[config.mk]
export PLATFORM = sky130hd
export DESIGN_NAME = max_reduce_int64_ctrl
export DESIGN_NICKNAME = d
export VERILOG_FILES = /design/src/rtl/max_reduce_int64_ctrl.sv
export SDC_FILE = /design/constraint.sdc
export NUM_CORES = 1
export LEC_CHECK = 0
export CAP_MARGIN = 20
export CORE_ASPECT_RATIO = 2
export CORE_MARGIN = 2
export CORE_UTILIZATION = 25
export DETAILED_ROUTE_END_ITERATION = 7
export SLEW_MARGIN = 0
export SYNTH_ARGS = -nofsm -noshare
export SYNTH_HDL_FRONTEND = slang
export SYNTH_HIERARCHICAL = 1
export SYNTH_SLANG_ARGS = --single-unit
[constraint.sdc]
create_clock -name clk -period 3.6 [get_ports clk]
set_clock_uncertainty 0.05 [all_clocks]
set_input_delay 0.54 -clock clk [delete_from_list [all_inputs] [get_ports clk]]
set_output_delay 0.54 -clock clk [all_outputs]
set_load 0.1 [all_outputs]
[src/rtl/max_reduce_int64_ctrl.sv]
// rtl/max_reduce_int64_ctrl.sv - streaming signed max reduction with element count
// Optional argmax output (out_idx) is enabled by defining MAX_REDUCE_ARGMAX_EN.

// Signed greater-than: gt = (a > b) in two's complement.
module gt_int_nbit #(
  parameter int WIDTH     = 64,
  parameter int IMPL_TYPE = 0
) (
  input  logic [WIDTH-1:0] a,
  input  logic [WIDTH-1:0] b,
  output logic             gt
);
  generate
    if (IMPL_TYPE == 1) begin : g_split
      // Sign bits decide when they differ; otherwise the low bits order like unsigned.
      always_comb begin
        if (a[WIDTH-1] != b[WIDTH-1]) gt = b[WIDTH-1];
        else                          gt = (a[WIDTH-2:0] > b[WIDTH-2:0]);
      end
    end else begin : g_direct
      // Plain signed compare left to the synthesis tool.
      always_comb gt = ($signed(a) > $signed(b));
    end
  endgenerate
endmodule

module max_reduce_int64_ctrl #(
  parameter int WIDTH     = 64,
  parameter int IMPL_TYPE = 0,
  parameter int CNT_W     = 16
) (
  input  logic             clk,
  input  logic             rst_n,
  input  logic             in_valid,
  output logic             in_ready,
  input  logic [WIDTH-1:0] in_data,
  input  logic             in_last,
  output logic             out_valid,
  input  logic             out_ready,
  output logic [WIDTH-1:0] out_max,
  output logic [CNT_W-1:0] out_count,
`ifdef MAX_REDUCE_ARGMAX_EN
  output logic [CNT_W-1:0] out_idx,
`endif
  output logic             busy
);
  typedef enum logic [1:0] {IDLE, ACCUM, DONE} state_t;

  localparam logic [CNT_W-1:0] CNT_MAX = {CNT_W{1'b1}};

  state_t           state;
  logic [WIDTH-1:0] acc;
  logic [CNT_W-1:0] cnt;
  logic             gt;
  logic [WIDTH-1:0] acc_next;
  logic [CNT_W-1:0] cnt_next;
`ifdef MAX_REDUCE_ARGMAX_EN
  logic [CNT_W-1:0] idx;
  logic [CNT_W-1:0] idx_next;
`endif

  // Single shared comparator: is the incoming element strictly larger than the running max?
  gt_int_nbit #(.WIDTH(WIDTH), .IMPL_TYPE(IMPL_TYPE)) u_gt (
    .a  (in_data),
    .b  (acc),
    .gt (gt)
  );

  // Next running max/count for an accepted element in ACCUM; ties keep the earlier element.
  always_comb begin
    acc_next = gt ? in_data : acc;
    cnt_next = (cnt == CNT_MAX) ? cnt : cnt + 1'b1;
`ifdef MAX_REDUCE_ARGMAX_EN
    // cnt equals the zero-based position of the incoming element, pinned once saturated.
    idx_next = gt ? cnt : idx;
`endif
  end

  assign in_ready = (state != DONE);
  assign busy     = (state != IDLE);

  // Frame FSM: accumulate elements, then hold the result until the consumer takes it.
  always_ff @(posedge clk or negedge rst_n) begin
    if (!rst_n) begin
      state     <= IDLE;
      acc       <= '0;
      cnt       <= '0;
      out_valid <= 1'b0;
      out_max   <= '0;
      out_count <= '0;
`ifdef MAX_REDUCE_ARGMAX_EN
      idx       <= '0;
      out_idx   <= '0;
`endif
    end else begin
      case (state)
        IDLE: begin
          if (in_valid) begin
            acc <= in_data;
            cnt <= {{(CNT_W-1){1'b0}}, 1'b1};
`ifdef MAX_REDUCE_ARGMAX_EN
            idx <= '0;
`endif
            if (in_last) begin
              out_max   <= in_data;
              out_count <= {{(CNT_W-1){1'b0}}, 1'b1};
`ifdef MAX_REDUCE_ARGMAX_EN
              out_idx   <= '0;
`endif
              out_valid <= 1'b1;
              state     <= DONE;
            end else begin
              state <= ACCUM;
            end
          end
        end
        ACCUM: begin
          if (in_valid) begin
            acc <= acc_next;
            cnt <= cnt_next;
`ifdef MAX_REDUCE_ARGMAX_EN
            idx <= idx_next;
`endif
            if (in_last) begin
              out_max   <= acc_next;
              out_count <= cnt_next;
`ifdef MAX_REDUCE_ARGMAX_EN
              out_idx   <= idx_next;
`endif
              out_valid <= 1'b1;
              state     <= DONE;
            end
          end
        end
        DONE: begin
          if (out_ready) begin
            out_valid <= 1'b0;
            state     <= IDLE;
          end
        end
        default: begin
          state     <= IDLE;
          out_valid <= 1'b0;
        end
      endcase
    end
  end
endmodule

==> results of run 1 <==
==> kinds of logic (layout without fill, tap and decap cells) <==
| logic type | after synthesis | after routing | share of synthesized area, % |
|---|---|---|---|
| simple gates | 213 | 213 | 12.1 |
| compound gates | 186 | 186 | 12.1 |
| flops | 163 | 163 | 45.4 |
| mux | 130 | 130 | 15.4 |
| buf+inv | 115 | 281 | 5.74 |
| fa+ha+maj | 65 | 65 | 9.06 |
| xor+xnor | 2 | 2 | 0.195 |
| other cells | 0 | 2 | 0 |
==> power groups by stage <==
stage          logic [mW]  registers [mW]  clock network, mW
2_1_floorplan        1.24            4.00                  0
3_3_place_gp         3.62            2.61                  0
3_5_place_dp         3.67            2.63                  0
4_1_cts              3.68            2.60               1.93
5_1_grt              3.89            2.66               2.00
6_report             3.64            2.59               1.86
==> area by class of cell <==
type	instances	area [um^2]	area share, %
timing repair buffer	182	1850	15.8
clock buffer	21	460	3.93
inverter	68	255	2.18
tap	450	563	4.80
sequential	163	4080	34.8
multi-input combinational	596	4390	37.5
clock inverter	10	125	1.07
antenna	2	5.00	0.0427
==> layout by cell type, fill, tap and decap left out, types with 3 or more instances in the layout <==
cell / instances
or3_1: 3
a31oi_1: 7
dfrtp_1: 163
inv_1: 68
a21o_1: 6
buf_12: 9
nand4_1: 12
a21oi_1: 44
o211ai_1: 4
nand3_1: 17
mux2_2: 59
clkbuf_16: 17
a211oi_1: 5
o21ai_1: 4
nor2_1: 19
clkinvlp_4: 4
nor3_1: 12
nor2b_1: 3
and4_1: 5
a22o_1: 3
mux2_1: 5
nor4_1: 4
clkdlybuf4s50_1: 146
o31ai_1: 4
buf_4: 26
nor4_2: 3
ha_1: 65
mux2i_1: 66
o21ai_0: 89
nand2_1: 112
and3_1: 3
==> layer usage <==
layer | part of all wire (%) | track usage (%) | up-vias
met4 | 3.1 | 6.85 | 0
li1 | - | - | 3400
met2 | 57 | 25.8 | 149
met1 | 37 | 13.7 | 3410
met3 | 3.4 | 2.44 | 34
met5 | 0 | 0 | -
==> state kept, by name (all words and copies together), names as in the netlist <==
signal     count
acc           64
out_max       64
cnt           16
out_count     16
state          2
out_valid      1
==> how the worst max path moves through the flow <==
| stage | from | end | slack (ps) | cells after the start |
|---|---|---|---|---|
| after floorplan | in_data[62] | acc[10]$_DFFE_PN0P_ | 690 | 11 |
| after global placement | in_data[55] | acc[35]$_DFFE_PN0P_ | -130 | 12 |
| after CTS | in_data[55] | acc[30]$_DFFE_PN0P_ | 310 | 12 |
| after detailed placement | in_data[55] | acc[25]$_DFFE_PN0P_ | -160 | 12 |
| final | in_data[53] | acc[25]$_DFFE_PN0P_ | 330 | 12 |
| after global routing | in_data[55] | acc[30]$_DFFE_PN0P_ | 140 | 12 |
==> through the flow <==
step	area [um^2]	setup WS (ps)
2_1_floorplan	8980	688
3_3_place_gp	11100	-126
3_5_place_dp	11100	-158
4_1_cts	11700	314
5_1_grt	11700	137
6_report	11700	332
==> flow_summary.yaml, run 1 <==
synth:
  synth_top_area_share_pct: 45.4
  synth.area.top_cells: "dfrtp_1, ha_1, mux2_2"
  yosysSeqAreaShare_pct: 45.4
  netlist.top_cell.by_area: "dfrtp_1"
  synthesis.nets: 1008
  yosysUniqueCellTypes: 60
  syn_inst: 874
  postSynthAreaPerCell_um2: 10.3
  synth-seq-cells: 163
  synth-edff-count: 0
  ys_async_sr_fraction_pct: 100
  synthTopCellsByCount: "dfrtp_1, nand2_1, o21ai_0"
  yosysMostFrequentCell: "dfrtp_1"
  mappedNetlistArea_um2: 8980
  synthFlopType: "dfrtp_1"
  yosys_warnings: 6
setup_path:
  path_cells: "clkdlybuf4s50_1 -> ha_1 -> a21oi_1 -> o21ai_0 -> a221oi_1 -> o211ai_1 -> a22o_1 -> a31oi_1 -> nor2_4 -> nor2_4 -> buf_4 -> mux2_2"
  endpoint_kind: "flop"
  cp.buffers_inverters: 2
  critPathSlowestCell: "clkdlybuf4s50_1"
  worstSetupStartpointType: "input port"
  r2r_start: "acc[62]$_DFFE_PN0P_"
  r2r_end: "acc[25]$_DFFE_PN0P_"
  crit_top_cell: "nor2_4"
  worstSetupPathType: "input port to flop"
  slowest_delay_ps: 480
  cp_data_arrival_time_ps: 3540
  ff2ff_path_depth: 12
  crit_fanout: 14
  crit_family: "compound AO/OA/AOI/OAI gates"
  required_ps: 3880
  r2r_slack_ps: 540
sta:
  drv_slew: 0
  final.min_clock_period_ps: 3270
  fmax_mhz: 306
  hold_viol_final: 0
  slew-limit-headroom_pct: 30.2
  setup_tns_ps: 0
  grt_setup_unrepaired: "no"
  worst_pin_slew_ps: 1040
  hold_slack_ps: 87.9
  min_period_over_period_pct: 90.8
  setup_viol: 0
pwr:
  total_power_mw: 8.09
  leakagePower_nw: 5.12
  swShare_pct: 44.7
  comb_power_share_pct: 45.0
  p_clk_share_pct: 23.0
  p_switching_mw: 3.61
  pwr-share-seq_pct: 32.0
  peakVddDrop_v: 0.000337
  intPower_mw: 4.48
  power-per-cell-area_nw_per_um2: 690
route:
  vias: 6993
  wl_per_cell_um: 16.6
  drt_iter0_markers: 442
  avgViaCountPerCell: 4.69
  drc: 0
  dr.pass1.iters: 4
  routed_wirelength_um: 24800
  ant_nets: 0
clock_tree:
  clock_sinks: 163
  clk_latency_ps: 440
  holdBufCountCts: 0
  cts_setup_buffers: 0
  htreeDepth: 4
  clock_path_buffers: 2
  cts-root-buf: "clkbuf_16"
  numCtsBuffers: 17
  cts_resized: 0
  cts_tree: "done"
  clkSlewWorstSetupHoldPaths_ps: 70
placement:
  gp_congestion: 0.848
  dpl.cell_count: 1459
  io_buffer_count: 151
  dp_hpwl_um: 18600
cells_and_area:
  final_cells: 1492
  fin_util_pct: 33.0
  fillers: 3652
  drive_above_1_share_pct: 13.6
  nNetsFinal: 1162
  area_growth_pct: 30.6
min_path:
  hold_path_class: "input port to async pin"
die:
  die_h_um: 272
  dieArea_um2: 37500
  coreArea_um2: 35600
  ios: 152
  die_x_um: 138
  initial_core_util_pct: 25.3
  rows: 98
global_route:
  grt_usage_pct: 13.4
  grt_pass1_vias: 7196
  overflow: 0
  grt_antenna_before_repair: 1
  grt_pass1_wl_um: 39400
  grt_max_degree: 107
status:
  outcome: "completed"
job:
  maxCapViolCount: 0
Note: power is estimated with default switching activity, not from simulation.
==> run 2, diff against run 1 <==
--- a/config.mk
+++ b/config.mk
@@ -7,8 +7,7 @@
 export LEC_CHECK = 0
 export CAP_MARGIN = 20
 export CORE_ASPECT_RATIO = 2
-export CORE_MARGIN = 2
-export CORE_UTILIZATION = 25
+export CORE_UTILIZATION = 30
 export DETAILED_ROUTE_END_ITERATION = 7
 export SLEW_MARGIN = 0
 export SYNTH_ARGS = -nofsm -noshare
==> flow_summary.yaml, run 2 (same netlist as run 1, synthesis figures left out) <==
die:
  rows: 89
  coreArea_um2: 29500
  die_x_um: 124
  die_h_um: 247
  dieArea_um2: 30700
  ios: 152
  initial_core_util_pct: 30.4
cells_and_area:
  fillers: 2875
  final_cells: 1405
  fin_util_pct: 39.3
  nNetsFinal: 1161
  fin_area_um2: 11600
  reg_top3: "acc (64), out_max (64)"
  layout_commonest_cell: "dfrtp_1"
  final_cell_mix: "dfrtp_1, clkdlybuf4s50_1, nand2_1"
  area_growth_pct: 29.1
  drive_above_1_share_pct: 13.4
setup_path:
  r2r_start: "acc[21]$_DFFE_PN0P_"
  ff2ff_path_depth: 14
  worstSetupStartpointType: "input port"
  worstSetupPathType: "input port to flop"
  r2r_slack_ps: 550
  cp_data_arrival_time_ps: 3510
  endpoint_kind: "flop"
  path_cells: "clkdlybuf4s50_1 -> ha_1 -> nand4_1 -> nor3_1 -> nand2_1 -> nor3_1 -> buf_4 -> a22o_1 -> a31oi_1 -> nor2_4 -> buf_12 -> buf_4 -> mux2i_1 -> o21ai_0"
  critPathSlowestCell: "clkdlybuf4s50_1"
  required_ps: 3860
  cp.buffers_inverters: 4
  crit_family: "simple AND/OR/NAND/NOR gates"
  slowest_delay_ps: 480
  r2r_end: "out_max[46]$_DFFE_PN0P_"
  crit_fanout: 21
status:
  outcome: "completed"
clock_tree:
  clock_sinks: 163
  numCtsBuffers: 17
  clkSlewWorstSetupHoldPaths_ps: 70
  cts_resized: 0
  holdBufCountCts: 1
  cts_tree: "done"
  clock_path_buffers: 2
  htreeDepth: 4
  cts_setup_buffers: 0
  clk_latency_ps: 450
  cts-root-buf: "clkbuf_16"
sta:
  hold_viol_final: 0
  setup_viol: 0
  final.min_clock_period_ps: 3250
  min_period_over_period_pct: 90.4
  slew-limit-headroom_pct: 28.2
  setup_tns_ps: 0
  hold_slack_ps: 431
  drv_slew: 0
  grt_setup_unrepaired: "no"
  fmax_mhz: 307
  worst_pin_slew_ps: 1070
route:
  dr.pass1.iters: 4
  avgViaCountPerCell: 4.94
  vias: 6946
  ant_nets: 0
  wl_per_cell_um: 16.8
  drc: 0
  routed_wirelength_um: 23600
  drt_iter0_markers: 305
pwr:
  intPower_mw: 4.46
  pwr-share-seq_pct: 32.0
  peakVddDrop_v: 0.000463
  p_clk_share_pct: 22.9
  comb_power_share_pct: 45.0
  power-per-cell-area_nw_per_um2: 694
  swShare_pct: 44.5
  p_switching_mw: 3.58
  leakagePower_nw: 5.11
global_route:
  overflow: 0
  grt_usage_pct: 15.9
  grt_pass1_wl_um: 37500
  grt_antenna_before_repair: 0
  grt_max_degree: 104
  grt_pass1_vias: 7068
placement:
  dp_hpwl_um: 17700
  gp_congestion: 0.872
  dpl_cell_area_um2: 11000
  io_buffer_count: 151
  dpl.cell_count: 1371
min_path:
  hold_path.startpoint: "out_count[5]$_DFFE_PN0P_"
  hold_path_class: "flop to flop"
  min_to: "out_count[5]$_DFFE_PN0P_"
  min_path_cells: 2
job:
  maxCapViolCount: 0
[run 2: metrics by stage]
| stage | total power [mW] | setup slack [ps] |
|---|---|---|
| after global placement | 6.20 | -60.0 |
| after floorplan | 5.24 | 688 |
| after CTS | 8.15 | 356 |
| after detailed placement | 6.26 | -114 |
| after global routing | 8.48 | 157 |
| final | 8.04 | 345 |
[run 2: power by group through the flow]
| stage | clock network [mW] | registers, mW | logic [mW] |
|---|---|---|---|
| floorplan | 0 | 4.00 | 1.24 |
| global placement | 0 | 2.60 | 3.60 |
| detailed placement | 0 | 2.62 | 3.64 |
| CTS | 1.91 | 2.59 | 3.65 |
| global route | 1.97 | 2.64 | 3.87 |
| finish | 1.84 | 2.58 | 3.62 |
[run 2: area by class of cell]
cell class / count / area, um^2 / share of cell area [%]
clock inverter: 12 / 131 / 1.13
tap: 364 / 455 / 3.93
timing repair buffer: 181 / 1820 / 15.7
inverter: 68 / 255 / 2.20
multi-input combinational: 596 / 4390 / 37.9
clock buffer: 20 / 457 / 3.94
antenna: 1 / 2.50 / 0.0216
sequential: 163 / 4080 / 35.2
[run 2: worst reg2reg max path: stages, from the launching register on]
cell and delay (ps):
dfrtp_1 360, inv_1 50, ha_1 310, nand4_1 160, nor3_1 270, nand2_1 170
nor3_1 240, buf_4 140, a22o_1 120, a31oi_1 60, nor2_4 230, buf_12 240
buf_4 200, mux2i_1 210, o21ai_0 90
[run 2: worst max-delay path by stage]
stage	cells after the start	to	start	slack [ps]
floorplan	11	acc[10]$_DFFE_PN0P_	in_data[62]	690
global placement	13	out_max[16]$_DFFE_PN0P_	in_data[22]	-60
detailed placement	12	acc[54]$_DFFE_PN0P_	in_data[63]	-110
CTS	12	acc[54]$_DFFE_PN0P_	in_data[63]	360
global route	14	out_max[46]$_DFFE_PN0P_	in_data[23]	160
finish	14	out_max[46]$_DFFE_PN0P_	in_data[21]	350
[run 2: per-layer routing]
metal  track usage (%)  share of wire, %
met1              16.1                37
met4              9.46               4.6
met2              29.7                55
met5                 0                 0
met3              3.25               3.1
